**src/rtl/out_reg_display.sv**
```systemverilog
// Sweeps a captured output-register value across the user LEDs MS nibble first, with tri-colour status LEDs.
// Shows the new MS nibble 1 cycle after load; no backpressure (load is always accepted, last load wins).
module out_reg_display #(
  parameter int DATA_WIDTH   = 16,
  parameter int DWELL_CYCLES = 50000000,
  parameter int GAP_CYCLES   = 25000000,
  parameter int PWM_WIDTH    = 8,
  parameter int BRIGHTNESS   = 32,
  localparam int NUM_NIB     = DATA_WIDTH / 4,
  localparam int NIB_W       = (NUM_NIB > 1) ? $clog2(NUM_NIB) : 1
) (
  input  logic                  clk,
  input  logic                  reset,
  input  logic                  load,
  input  logic [DATA_WIDTH-1:0] load_data,
  input  logic                  err,
  output logic [3:0]            led,
  output logic [NIB_W-1:0]      nib_idx,
  output logic [1:0]            rled,
  output logic [1:0]            gled,
  output logic [1:0]            bled
);

  // One counter serves both the dwell and the gap phases, so size it for the longer one.
  localparam int CNT_MAX = (DWELL_CYCLES > GAP_CYCLES) ? DWELL_CYCLES : GAP_CYCLES;
  localparam int CNT_W   = (CNT_MAX > 1) ? $clog2(CNT_MAX) : 1;

  localparam logic [CNT_W-1:0]     DWELL_LAST = CNT_W'(DWELL_CYCLES - 1);
  localparam logic [CNT_W-1:0]     GAP_LAST   = CNT_W'(GAP_CYCLES - 1);
  localparam logic [NIB_W-1:0]     NIB_LAST   = NIB_W'(NUM_NIB - 1);
  localparam logic [PWM_WIDTH-1:0] BRIGHT     = PWM_WIDTH'(BRIGHTNESS);

  typedef enum logic [1:0] {
    IDLE = 2'd0,
    SHOW = 2'd1,
    GAP  = 2'd2
  } state_t;

  state_t                  state, state_nxt;
  logic [DATA_WIDTH-1:0]   held_q, held_nxt;
  logic                    valid_q, valid_nxt;
  logic [CNT_W-1:0]        cnt_q, cnt_nxt;
  logic [NIB_W-1:0]        nib_nxt;
  logic [PWM_WIDTH-1:0]    pwm_cnt;
  logic                    pwm_on;
  logic [1:0]              col_sel;

  always_ff @(posedge clk) begin
    if (reset) begin
      state   <= IDLE;
      held_q  <= '0;
      valid_q <= 1'b0;
      cnt_q   <= '0;
      nib_idx <= '0;
      pwm_cnt <= '0;
    end else begin
      state   <= state_nxt;
      held_q  <= held_nxt;
      valid_q <= valid_nxt;
      cnt_q   <= cnt_nxt;
      nib_idx <= nib_nxt;
      pwm_cnt <= pwm_cnt + PWM_WIDTH'(1);
    end
  end

  always_comb begin
    state_nxt = state;
    held_nxt  = held_q;
    valid_nxt = valid_q;
    cnt_nxt   = cnt_q;
    nib_nxt   = nib_idx;
    case (state)
      SHOW: begin
        if (cnt_q == DWELL_LAST) begin
          cnt_nxt = '0;
          if (nib_idx == NIB_LAST) state_nxt = GAP;
          else                     nib_nxt   = nib_idx + NIB_W'(1);
        end else begin
          cnt_nxt = cnt_q + CNT_W'(1);
        end
      end
      GAP: begin
        if (cnt_q == GAP_LAST) begin
          cnt_nxt   = '0;
          nib_nxt   = '0;
          state_nxt = SHOW;
        end else begin
          cnt_nxt = cnt_q + CNT_W'(1);
        end
      end
      default: ;
    endcase
    // A fresh capture overrides any terminal-count transition in the same cycle.
    if (load) begin
      held_nxt  = load_data;
      valid_nxt = 1'b1;
      state_nxt = SHOW;
      nib_nxt   = '0;
      cnt_nxt   = '0;
    end
  end

  assign pwm_on  = (pwm_cnt < BRIGHT);
  assign col_sel = 2'(nib_idx);

  always_comb begin
    led  = 4'd0;
    rled = 2'b00;
    gled = 2'b00;
    bled = 2'b00;
    if (state == SHOW) begin
      for (int i = 0; i < NUM_NIB; i++) begin
        if (nib_idx == NIB_W'(i)) led = held_q[DATA_WIDTH-1-4*i -: 4];
      end
      if (pwm_on) begin
        rled[0] = (col_sel == 2'd0) || (col_sel == 2'd3);
        gled[0] = (col_sel == 2'd1) || (col_sel == 2'd3);
        bled[0] = (col_sel == 2'd2) || (col_sel == 2'd3);
      end
    end
    rled[1] = err & pwm_on;
    gled[1] = valid_q & ~err & pwm_on;
  end

endmodule

```
**config.mk**
```make
export PLATFORM = sky130hd
export DESIGN_NAME = out_reg_display
export DESIGN_NICKNAME = d
export VERILOG_FILES = /design/src/rtl/out_reg_display.sv
export SDC_FILE = /design/constraint.sdc
export NUM_CORES = 1
export LEC_CHECK = 0
export ABC_CLOCK_PERIOD_IN_PS = 4610
export BUFFER_PORTS_ARGS = -buffer_cell sky130_fd_sc_hd__buf_2
export CORE_MARGIN = 4
export CORE_UTILIZATION = 45
export CTS_BUF_LIST = sky130_fd_sc_hd__clkbuf_4 sky130_fd_sc_hd__clkbuf_8 sky130_fd_sc_hd__clkbuf_16
export DETAILED_ROUTE_END_ITERATION = 10
export PLACE_DENSITY = 0.72
export SLEW_MARGIN = 20
export SYNTH_ARGS = -nofsm -noshare
export SYNTH_HDL_FRONTEND = slang
export SYNTH_SLANG_ARGS = --single-unit
```
**constraint.sdc**
```tcl
create_clock -name clk -period 4.61 [get_ports clk]
set_clock_uncertainty 0.2 [all_clocks]
set_input_delay 0.922 -clock clk [delete_from_list [all_inputs] [get_ports clk]]
set_output_delay 0.922 -clock clk [all_outputs]
set_load 0.05 [all_outputs]
```
* Yosys cells after proc, flatten, opt, wreduce, memory -nomap -nowiden
Cells that the tools add are included.
** Cells by class
- Add/subtract/negate cells :: 3
- Order comparisons :: 1
- Equality and inequality tests :: 14
- Muxes and demuxes :: 23
- Bitwise operators :: 4
- Reduce and logical (&&, ||, !) cells :: 10
** Operators by type and width (count)
- $mux W26 :: 2
- $pmux W26 S2 :: 1
- $add A26 B1 Y26 const B :: 1
- $eq A26 B25 Y1 const B :: 1
- $eq A26 B26 Y1 const B :: 1
- $mux W4 :: 5
- $mux W2 :: 6
- $reduce_and A4 Y1 :: 3
- $ne A3 B3 Y1 const B :: 3
- $add A8 B1 Y8 const B :: 1
- $lt A8 B6 Y1 const B :: 1
- $ne A2 B2 Y1 const B :: 4
- $pmux W2 S2 :: 2
- $mux W1 :: 7
- $eq A2 B2 Y1 const B :: 3
- $eq A2 B1 Y1 const B :: 2
- $and A1 B1 Y1 :: 3
- $logic_or A1 B1 Y1 :: 3
- $reduce_bool A3 Y1 :: 1
- $add A2 B1 Y2 const B :: 1
- $logic_not A2 Y1 :: 1
- $reduce_bool A2 Y1 :: 1
- $reduce_or A2 Y1 :: 1
- $not A1 Y1 :: 1
** Storage, ports and cells
- Bits in registers :: 55
- Bits of input ports :: 20
- Output and inout port bits :: 12

* Depth between registers and ports, before layout
Gate-level depths: netlist of the first run.
- Depth after elaboration :: 6
- Depth in mapped cells :: 8

* Least setup slack after synthesis of the first run
Ideal clock, no wire load.
- Path kind :: register to output
- Start point :: reg nib_idx[1]
- End point :: out led[0]
- Arrival time :: 2522 ps
- Data required time :: 3488 ps
- Setup slack :: 966 ps
- Cell stages (with the launch flop) :: 7
- Buffers on the path :: 1
- Path through :: dfxtp_1 -> inv_1 -> ha_1 -> clkbuf_1 -> nor2_1 -> a21oi_1 -> a211oi_1
** On the way
- Word-level cells in the longest chain between the ends :: 6
- Elaborated cells on any way between the ends :: 9
- Classes of those cells :: eq/ne: 3; mux: 5; reduce/logical: 1
** RTL lines
- from (decl) :: line 18 : output logic [NIB_W-1:0] nib_idx,
- from (signal assigned) :: line 61 : nib_idx <= nib_nxt;
- $logic_not A2 Y1 :: line 113 : if (nib_idx == NIB_W'(i)) led = held_q[DATA_WIDTH-1-4*i -: 4];
- $mux W4 (3 in series) :: line 113
- $mux W4 * :: line 113
- $mux W4 * :: line 111 : if (state == SHOW) begin
- to (decl) :: line 17 : output logic [3:0] led,
Mark *: on every way between the ends. The rest lies on a longest branch, timed or not.

* Worst setup path in the final report of the first run
- Start point :: reg nib_idx[1]
- End point :: out led[2]
Same word-level chain as after synthesis.

==> impl_metrics.json, run 1 <==
{
  "ys_seq_elements": 55,
  "antenna_cells": 0,
  "grt-ovfl-total": 0,
  "drt_iter0_markers": 75,
  "finish.utilization_pct": 50.8,
  "synth_edf_count": 0,
  "placed_area_sq_mm": 0.00288,
  "worstSkewPairLatency_ns": 0.31,
  "hold_viol_final": 0,
  "yosys_warnings": 0,
  "syn_nets": 332,
  "crit_fanout": 9,
  "hold_depth": 1,
  "route.detailed.drc": 0,
  "fin_area_sq_mm": 0.00299,
  "max_slew.worst_pin.slew_ns": 0.923,
  "report.final.setup_viol": 0,
  "synth.most_common_cell": "nor2_1",
  "worstHoldStart": "pwm_cnt[0]",
  "irDropWorstVdd_v": 0.000169,
  "detail_route.wl_per_cell_microns": 13.1,
  "ys.flop_type": "dfxtp_1",
  "die_area_sq_mm": 0.00733,
  "period_share_pct": 67.8,
  "numClockSinks": 55,
  "yosys.area.top_type": "dfxtp_1",
  "cts_buffers": 5,
  "crit_chain": "inv_1 > ha_1 > nand3b_1 > a21oi_1 > a21oi_1 > o21ai_0 > and2_1 > buf_2",
  "ys_seq_area_share_pct": 40.6,
  "cts_root_buffer": "clkbuf_8",
  "status": "completed",
  "r2r-end": "cnt_q[21]",
  "drv_cap": 0,
  "io_buffer_count": 30,
  "yosys.area.top_type_share_pct": 40.6,
  "final-max-slew-violation-count": 0,
  "drive_above_1_share_pct": 14.3,
  "critPathBufInv": 2,
  "worst_setup_path_start_kind": "flop",
  "postSynthAreaPerCell_sq_um": 8.91,
  "worstHoldPathType": "flop to flop",
  "clock_path_buffers": 2,
  "required_ns": 3.49,
  "critPathKind": "flop to output port",
  "gp_congestion": 0.764,
  "ant_nets": 0,
  "crit_slowest_cell": "dfxtp_1",
  "post_cts_resized": 0,
  "worstPathArrival_ns": 2.00,
  "whs_ns": 0.253,
  "routed_wl_microns": 5280,
  "dp_hpwl_microns": 3720,
  "final.setup.tns_ns": 0,
  "grt_pass1_wl_microns": 9010,
  "hold-path-endpoint": "pwm_cnt[0]",
  "synth.cells.most_frequent": "nor2_1, dfxtp_1, xor2_1",
  "grt_setup_unrepaired": "no",
  "start_util_pct": 46.0,
  "clk_pin_slew_ns": 0.10,
  "place_inst": 396,
  "synthCells": 304,
  "leakagePower_nw": 1.22,
  "period_minus_slack_ns": 3.12,
  "nets": 356,
  "p_per_area_mw_per_mm2": 301,
  "path_common_cell": "a21oi_1",
  "grt_start_max_net_pins": 28,
  "num_rows": 28,
  "synthTopCellsByArea": "dfxtp_1, nor2_1, xor2_1",
  "timing.fmax_mhz": 320,
  "core_sq_mm": 0.00589,
  "die_y_microns": 85.6,
  "cts.htree.levels": 2,
  "antenna_found_initial": 0,
  "cpPeakStageDelay_ns": 0.42,
  "synth_cell_types": 46,
  "ys_async_sr_fraction_pct": 0,
  "grt_pass1_vias": 1992,
  "grt.total_usage_pct": 15.1,
  "dieWidth_microns": 85.6,
  "r2r_slack_ns": 2.12,
  "io_pins": 32,
  "num_vias": 2071,
  "area_growth_pct": 10.3,
  "critPathTopFamily": "flip-flops",
  "cts_tree": "done",
  "max_slew_margin_pct": 38.5,
  "r2r_cells": 7,
  "dr.pass1.iters": 4,
  "synth_area_sq_mm": 0.00271,
  "post_cts_buffers": 0,
  "via_per_inst": 5.13,
  "cp-end-kind": "output port",
  "fin_cells": 404,
  "r2r_start": "state[0]",
  "hold_buffers": 0
}
[sequential cells by signal (all words and copies together), names as in the netlist]
register / flops
pwm_cnt: 8
cnt_q: 26
held_q: 16
state: 2
valid_q: 1
nib_idx: 2
[through the flow]
stage	setup WS, ns	power, mW
finish	1.49	0.899
global route	1.30	0.936
CTS	1.47	0.911
detailed placement	1.84	0.582
global placement	1.88	0.581
floorplan	0.966	0.564
[layout make-up]
type / count / area, sq um
inverters: 9 / 33.8
multi-input cells: 227 / 1500
fillers: 551 / 2900
clock buffers: 5 / 68.8
clock inverters: 3 / 46.3
repair buffers: 30 / 150
flip-flops and latches: 55 / 1100
well taps: 75 / 93.8
[logic make-up after synthesis]
family | count (synthesis) | synth area share, %
buffers and inverters | 22 | 4.15
other | 1 | 0.138
AND/OR/NAND/NOR | 146 | 29.0
adder cells (fa/ha/maj) | 8 | 3.69
AO/OA/AOI/OAI | 26 | 6.74
multiplexers | 16 | 5.91
XOR/XNOR | 30 | 9.70
flip-flops | 55 | 40.6
[metal layers]
layer	up-vias	track usage (%)	part of all wire [%]
met5	-	0	0
met3	4	3.84	4.6
met2	36	25.1	48
met4	0	5.04	1.3
met1	943	19.0	47
li1	1088	-	-
[where the power goes]
part           switching (mW)  internal (mW)
combinational          0.0475         0.0279
clock                   0.165          0.164
sequential            0.00756          0.488
total                   0.220          0.679
[layout by cell type, fill, tap and decap left out, types with 2 or more instances in the layout]
cell        n
clkbuf_8    5
nand4_1     8
and3_2      3
nor3b_1     3
nand3b_1    2
nor3_1      3
and3b_1     2
buf_2      30
o22ai_1     2
nand3_1    10
mux2i_1    16
xor2_1     24
nor4_4      2
or3_1       2
dfxtp_1    55
o21ai_0     5
and2_1      3
inv_1       9
a31oi_1     2
xnor2_1     6
ha_1        8
nand4b_1    3
nor2_1     63
and4_1      3
o2111ai_1   2
nor4b_1     2
a21boi_0    2
a21oi_1     5
and3_1      5
nand2_1    23
a211oi_1    5
nor2b_1     2
[worst max-delay path by stage]
stage / start / endpoint / slack, ns / cells past startpoint
6_report: nib_idx[1] / led[2] / 1.49 / 8
5_1_grt: nib_idx[1] / led[2] / 1.30 / 8
4_1_cts: nib_idx[1] / led[2] / 1.47 / 8
3_5_place_dp: nib_idx[1] / led[2] / 1.84 / 8
3_3_place_gp: nib_idx[1] / led[2] / 1.88 / 8
2_1_floorplan: nib_idx[1] / led[0] / 0.97 / 6
Note: power is estimated with default switching activity, not from simulation.
==> run 2: changes to the inputs <==
--- a/config.mk
+++ b/config.mk
@@ -5,7 +5,7 @@
 export SDC_FILE = /design/constraint.sdc
 export NUM_CORES = 1
 export LEC_CHECK = 0
-export ABC_CLOCK_PERIOD_IN_PS = 4610
+export ABC_CLOCK_PERIOD_IN_PS = 3150
 export BUFFER_PORTS_ARGS = -buffer_cell sky130_fd_sc_hd__buf_2
 export CORE_MARGIN = 4
 export CORE_UTILIZATION = 45
==> constraint.sdc (replaced) <==
create_clock -name clk -period 3.15 [get_ports clk]
set_clock_uncertainty 0.2 [all_clocks]
set_input_delay 0.63 -clock clk [delete_from_list [all_inputs] [get_ports clk]]
set_output_delay 0.63 -clock clk [all_outputs]
set_load 0.05 [all_outputs]
==> impl_metrics.json, run 2 (same netlist as run 1, synthesis figures left out) <==
{
  "status": "completed",
  "report.final.setup_viol": 0,
  "ff_latch_area_sq_mm": 0.00110,
  "period_share_pct": 90.2,
  "period_minus_slack_ns": 2.84,
  "r2r_start": "state[0]",
  "grt.total_usage_pct": 15.3,
  "r2r_slack_ns": 0.79,
  "irDropWorstVdd_v": 0.000233,
  "required_ns": 2.32,
  "clock_path_buffers": 2,
  "hold_buffers": 0,
  "num_rows": 28,
  "numClockSinks": 55,
  "largest-register": "cnt_q",
  "dr.pass1.iters": 4,
  "area_growth_pct": 11.3,
  "worstHoldStart": "pwm_cnt[0]",
  "nets": 360,
  "core_sq_mm": 0.00589,
  "dieWidth_microns": 85.6,
  "drt_iter0_markers": 57,
  "critPathKind": "flop to output port",
  "cts_tree": "done",
  "drive_above_1_share_pct": 16.2,
  "cpPeakStageDelay_ns": 0.41,
  "final.setup.tns_ns": 0,
  "start_util_pct": 46.0,
  "final_common_cell": "nor2_1",
  "route.detailed.drc": 0,
  "p_per_area_mw_per_mm2": 419,
  "cts_root_buffer": "clkbuf_8",
  "grt-ovfl-total": 0,
  "dp_hpwl_microns": 3860,
  "worst_setup_path_start_kind": "flop",
  "crit_fanout": 9,
  "grt_pass1_wl_microns": 9190,
  "hold_depth": 1,
  "r2r-end": "cnt_q[21]",
  "layout_common_cells": "nor2_1, dfxtp_1, buf_2",
  "worstPathArrival_ns": 2.01,
  "die_y_microns": 85.6,
  "fin_area_sq_mm": 0.00302,
  "leakagePower_nw": 1.23,
  "post_cts_resized": 0,
  "grt_setup_unrepaired": "no",
  "placed_area_sq_mm": 0.00292,
  "hold_viol_final": 0,
  "multi_input_area_sq_mm": 0.00151,
  "gp_congestion": 0.746,
  "grt_pass1_vias": 2029,
  "antenna_found_initial": 0,
  "grt_start_max_net_pins": 27,
  "final-max-slew-violation-count": 0,
  "largest_reg_flops": 26,
  "hold-path-endpoint": "pwm_cnt[0]",
  "via_per_inst": 5.16,
  "cts.htree.levels": 2,
  "top_regs": "cnt_q x26, held_q x16, pwm_cnt x8",
  "post_cts_buffers": 0,
  "critPathTopFamily": "flip-flops",
  "cp-end-kind": "output port",
  "io_pins": 32,
  "critPathBufInv": 2,
  "die_area_sq_mm": 0.00733,
  "drv_cap": 0,
  "worstHoldPathType": "flop to flop",
  "io_buffer_count": 30,
  "num_vias": 2105,
  "detail_route.wl_per_cell_microns": 13.0,
  "cts_buffers": 5,
  "ant_nets": 0,
  "crit_chain": "inv_1 > ha_1 > nand3b_1 > a21oi_1 > a21oi_1 > o21ai_0 > and2_1 > buf_2",
  "worstSkewPairLatency_ns": 0.32,
  "fill_cells": 575,
  "timing.fmax_mhz": 352,
  "antenna_cells": 0,
  "path_common_cell": "a21oi_1",
  "routed_wl_microns": 5310,
  "crit_slowest_cell": "dfxtp_1",
  "r2r_cells": 7,
  "clk_pin_slew_ns": 0.11
}
run 2: worst max path at each step:
| stage | startpoint | to | slack, ns | cells past startpoint |
|---|---|---|---|---|
| floorplan | nib_idx[1] | led[0] | 0.27 | 6 |
| global placement | nib_idx[1] | led[2] | 0.73 | 8 |
| detailed placement | nib_idx[1] | led[2] | 0.65 | 8 |
| CTS | nib_idx[1] | led[2] | 0.28 | 8 |
| global route | nib_idx[1] | led[2] | 0.08 | 8 |
| finish | nib_idx[1] | led[2] | 0.31 | 8 |
run 2: final cells by class:
| class | instances | share of cell area [%] |
|---|---|---|
| multi-input combinational | 227 | 50.1 |
| sequential | 55 | 36.5 |
| timing repair buffer | 34 | 5.97 |
| tap | 75 | 3.11 |
| clock buffer | 5 | 2.28 |
| inverter | 9 | 1.12 |
| clock inverter | 3 | 0.912 |
run 2: where the power goes:
group / total [mW] / internal [mW] / leakage [nW] / switching [mW]
Combinational: 0.117 / 0.0450 / 0.737 / 0.0724
Clock: 0.420 / 0.165 / 0.0467 / 0.254
Sequential: 0.726 / 0.714 / 0.448 / 0.0118
run 2: per-layer routing:
| metal | wire length, microns | up-vias | part of all wire [%] | GRT usage [%] |
|---|---|---|---|---|
| met5 | 0 | - | 0 | 0 |
| met2 | 2490 | 37 | 47 | 24.9 |
| li1 | - | 1092 | - | - |
| met4 | 59 | 0 | 1.1 | 5.90 |
| met1 | 2520 | 972 | 47 | 19.8 |
| met3 | 244 | 4 | 4.6 | 3.46 |
run 2: per-stage QoR:
step / power, mW / std cells / setup WS (ns) / hold slack [ns] / utilization (%)
final: 1.26 / 408 / 0.309 / 0.258 / 51.3
after global routing: 1.33 / 408 / 0.0813 / 0.285 / 51.3
after CTS: 1.28 / 408 / 0.283 / 0.259 / 51.3
after detailed placement: 0.859 / 400 / 0.652 / 0.232 / 49.6
after global placement: 0.856 / 400 / 0.730 / 0.222 / 49.6
after floorplan: 0.826 / 304 / 0.267 / 0.213 / -
==> run 3: changes to the inputs <==
--- a/config.mk
+++ b/config.mk
@@ -11,7 +11,7 @@
 export CORE_UTILIZATION = 45
 export CTS_BUF_LIST = sky130_fd_sc_hd__clkbuf_4 sky130_fd_sc_hd__clkbuf_8 sky130_fd_sc_hd__clkbuf_16
 export DETAILED_ROUTE_END_ITERATION = 10
-export PLACE_DENSITY = 0.72
+export PLACE_DENSITY = 0.68
 export SLEW_MARGIN = 20
 export SYNTH_ARGS = -nofsm -noshare
 export SYNTH_HDL_FRONTEND = slang
==> impl_metrics.json, run 3 (same netlist as run 1, synthesis figures left out) <==
{
  "r2r-end": "cnt_q[21]",
  "via_per_inst": 5.03,
  "fill_cells": 566,
  "final.setup.tns_ns": 0,
  "worstHoldPathType": "flop to flop",
  "r2r_cells": 7,
  "die_y_microns": 85.6,
  "die_area_sq_mm": 0.00733,
  "largest_reg_flops": 26,
  "hold_viol_final": 0,
  "worst_setup_path_start_kind": "flop",
  "gp_congestion": 0.741,
  "grt_setup_unrepaired": "no",
  "grt.total_usage_pct": 14.5,
  "detail_route.wl_per_cell_microns": 12.5,
  "timing.fmax_mhz": 356,
  "fin_area_sq_mm": 0.00301,
  "clk_pin_slew_ns": 0.10,
  "start_util_pct": 46.0,
  "cts_buffers": 5,
  "area_growth_pct": 11.0,
  "antenna_cells": 0,
  "antenna_found_initial": 0,
  "worstSkewPairLatency_ns": 0.30,
  "drv_cap": 0,
  "grt_start_max_net_pins": 27,
  "post_cts_resized": 0,
  "dp_hpwl_microns": 3730,
  "io_buffer_count": 30,
  "drive_above_1_share_pct": 16.2,
  "route.detailed.drc": 0,
  "placed_area_sq_mm": 0.00292,
  "core_sq_mm": 0.00589,
  "io_pins": 32,
  "r2r_start": "state[0]",
  "routed_wl_microns": 5100,
  "report.final.setup_viol": 0,
  "final_common_cell": "nor2_1",
  "top_regs": "cnt_q x26, held_q x16, pwm_cnt x8",
  "layout_common_cells": "nor2_1, dfxtp_1, buf_2",
  "r2r_slack_ns": 0.72,
  "required_ns": 2.32,
  "multi_input_area_sq_mm": 0.00151,
  "ant_nets": 0,
  "final-max-slew-violation-count": 0,
  "p_per_area_mw_per_mm2": 407,
  "cts_root_buffer": "clkbuf_8",
  "endpoint": "led[2]",
  "numClockSinks": 55,
  "ff_latch_area_sq_mm": 0.00110,
  "nets": 360,
  "drt_iter0_markers": 87,
  "irDropWorstVdd_v": 0.000246,
  "hold_depth": 1,
  "num_rows": 28,
  "clock_path_buffers": 2,
  "cts_tree": "done",
  "period_minus_slack_ns": 2.81,
  "crit_fanout": 9,
  "cp-end-kind": "output port",
  "post_cts_buffers": 0,
  "grt-ovfl-total": 0,
  "p_total_mw": 1.23,
  "num_vias": 2052,
  "whs_ns": 0.248,
  "largest-register": "cnt_q",
  "cts.htree.levels": 2,
  "worstPathArrival_ns": 1.98,
  "grt_pass1_wl_microns": 8940,
  "crit_path_start": "nib_idx[1]",
  "dr.pass1.iters": 4,
  "period_share_pct": 89.1,
  "critPathKind": "flop to output port",
  "grt_pass1_vias": 2081,
  "leakagePower_nw": 1.23,
  "status": "completed",
  "hold_buffers": 0,
  "dieWidth_microns": 85.6
}
run 3: layer usage:
layer | track usage, % | share of wire [%] | wire [microns]
met5 | 0 | 0 | 0
met4 | 3.02 | 0.76 | 39
met3 | 3.27 | 4.7 | 240
met2 | 25.0 | 45 | 2300
met1 | 18.5 | 50 | 2530
run 3: worst min-delay path by stage:
stage	endpoint	start
2_1_floorplan	pwm_cnt[0]	pwm_cnt[0]
5_1_grt	pwm_cnt[0]	pwm_cnt[0]
4_1_cts	pwm_cnt[0]	pwm_cnt[0]
6_report	pwm_cnt[0]	pwm_cnt[0]
3_3_place_gp	pwm_cnt[0]	pwm_cnt[0]
3_5_place_dp	pwm_cnt[0]	pwm_cnt[0]
run 3: final cells by class:
type | instances | share of cell area, %
multi-input cells | 227 | 50.2
flip-flops and latches | 55 | 36.6
repair buffers | 34 | 5.99
well taps | 75 | 3.12
clock buffers | 5 | 2.29
inverters | 9 | 1.12
clock inverters | 3 | 0.624
run 3: critical path, cell delays in order, from the launching register on:
cell and delay [ns]:
dfxtp_1 0.40, inv_1 0.08, ha_1 0.27, nand3b_1 0.19
a21oi_1 0.16, a21oi_1 0.05, o21ai_0 0.14, and2_1 0.14
buf_2 0.26
run 3: power by group:
group / leakage, nW / internal, mW / switching [mW]
sequential: 0.448 / 0.714 / 0.0111
clock: 0.0483 / 0.157 / 0.227
combinational: 0.737 / 0.0447 / 0.0714
total: 1.23 / 0.915 / 0.310
run 3: through the flow:
stage          instances  utilization (%)  worst slack (ns)
6_report             408             51.1             0.342
5_1_grt              408             51.1             0.112
4_1_cts              408             51.1             0.339
3_5_place_dp         400             49.6             0.684
3_3_place_gp         400             49.6             0.716
2_1_floorplan        304                -             0.267
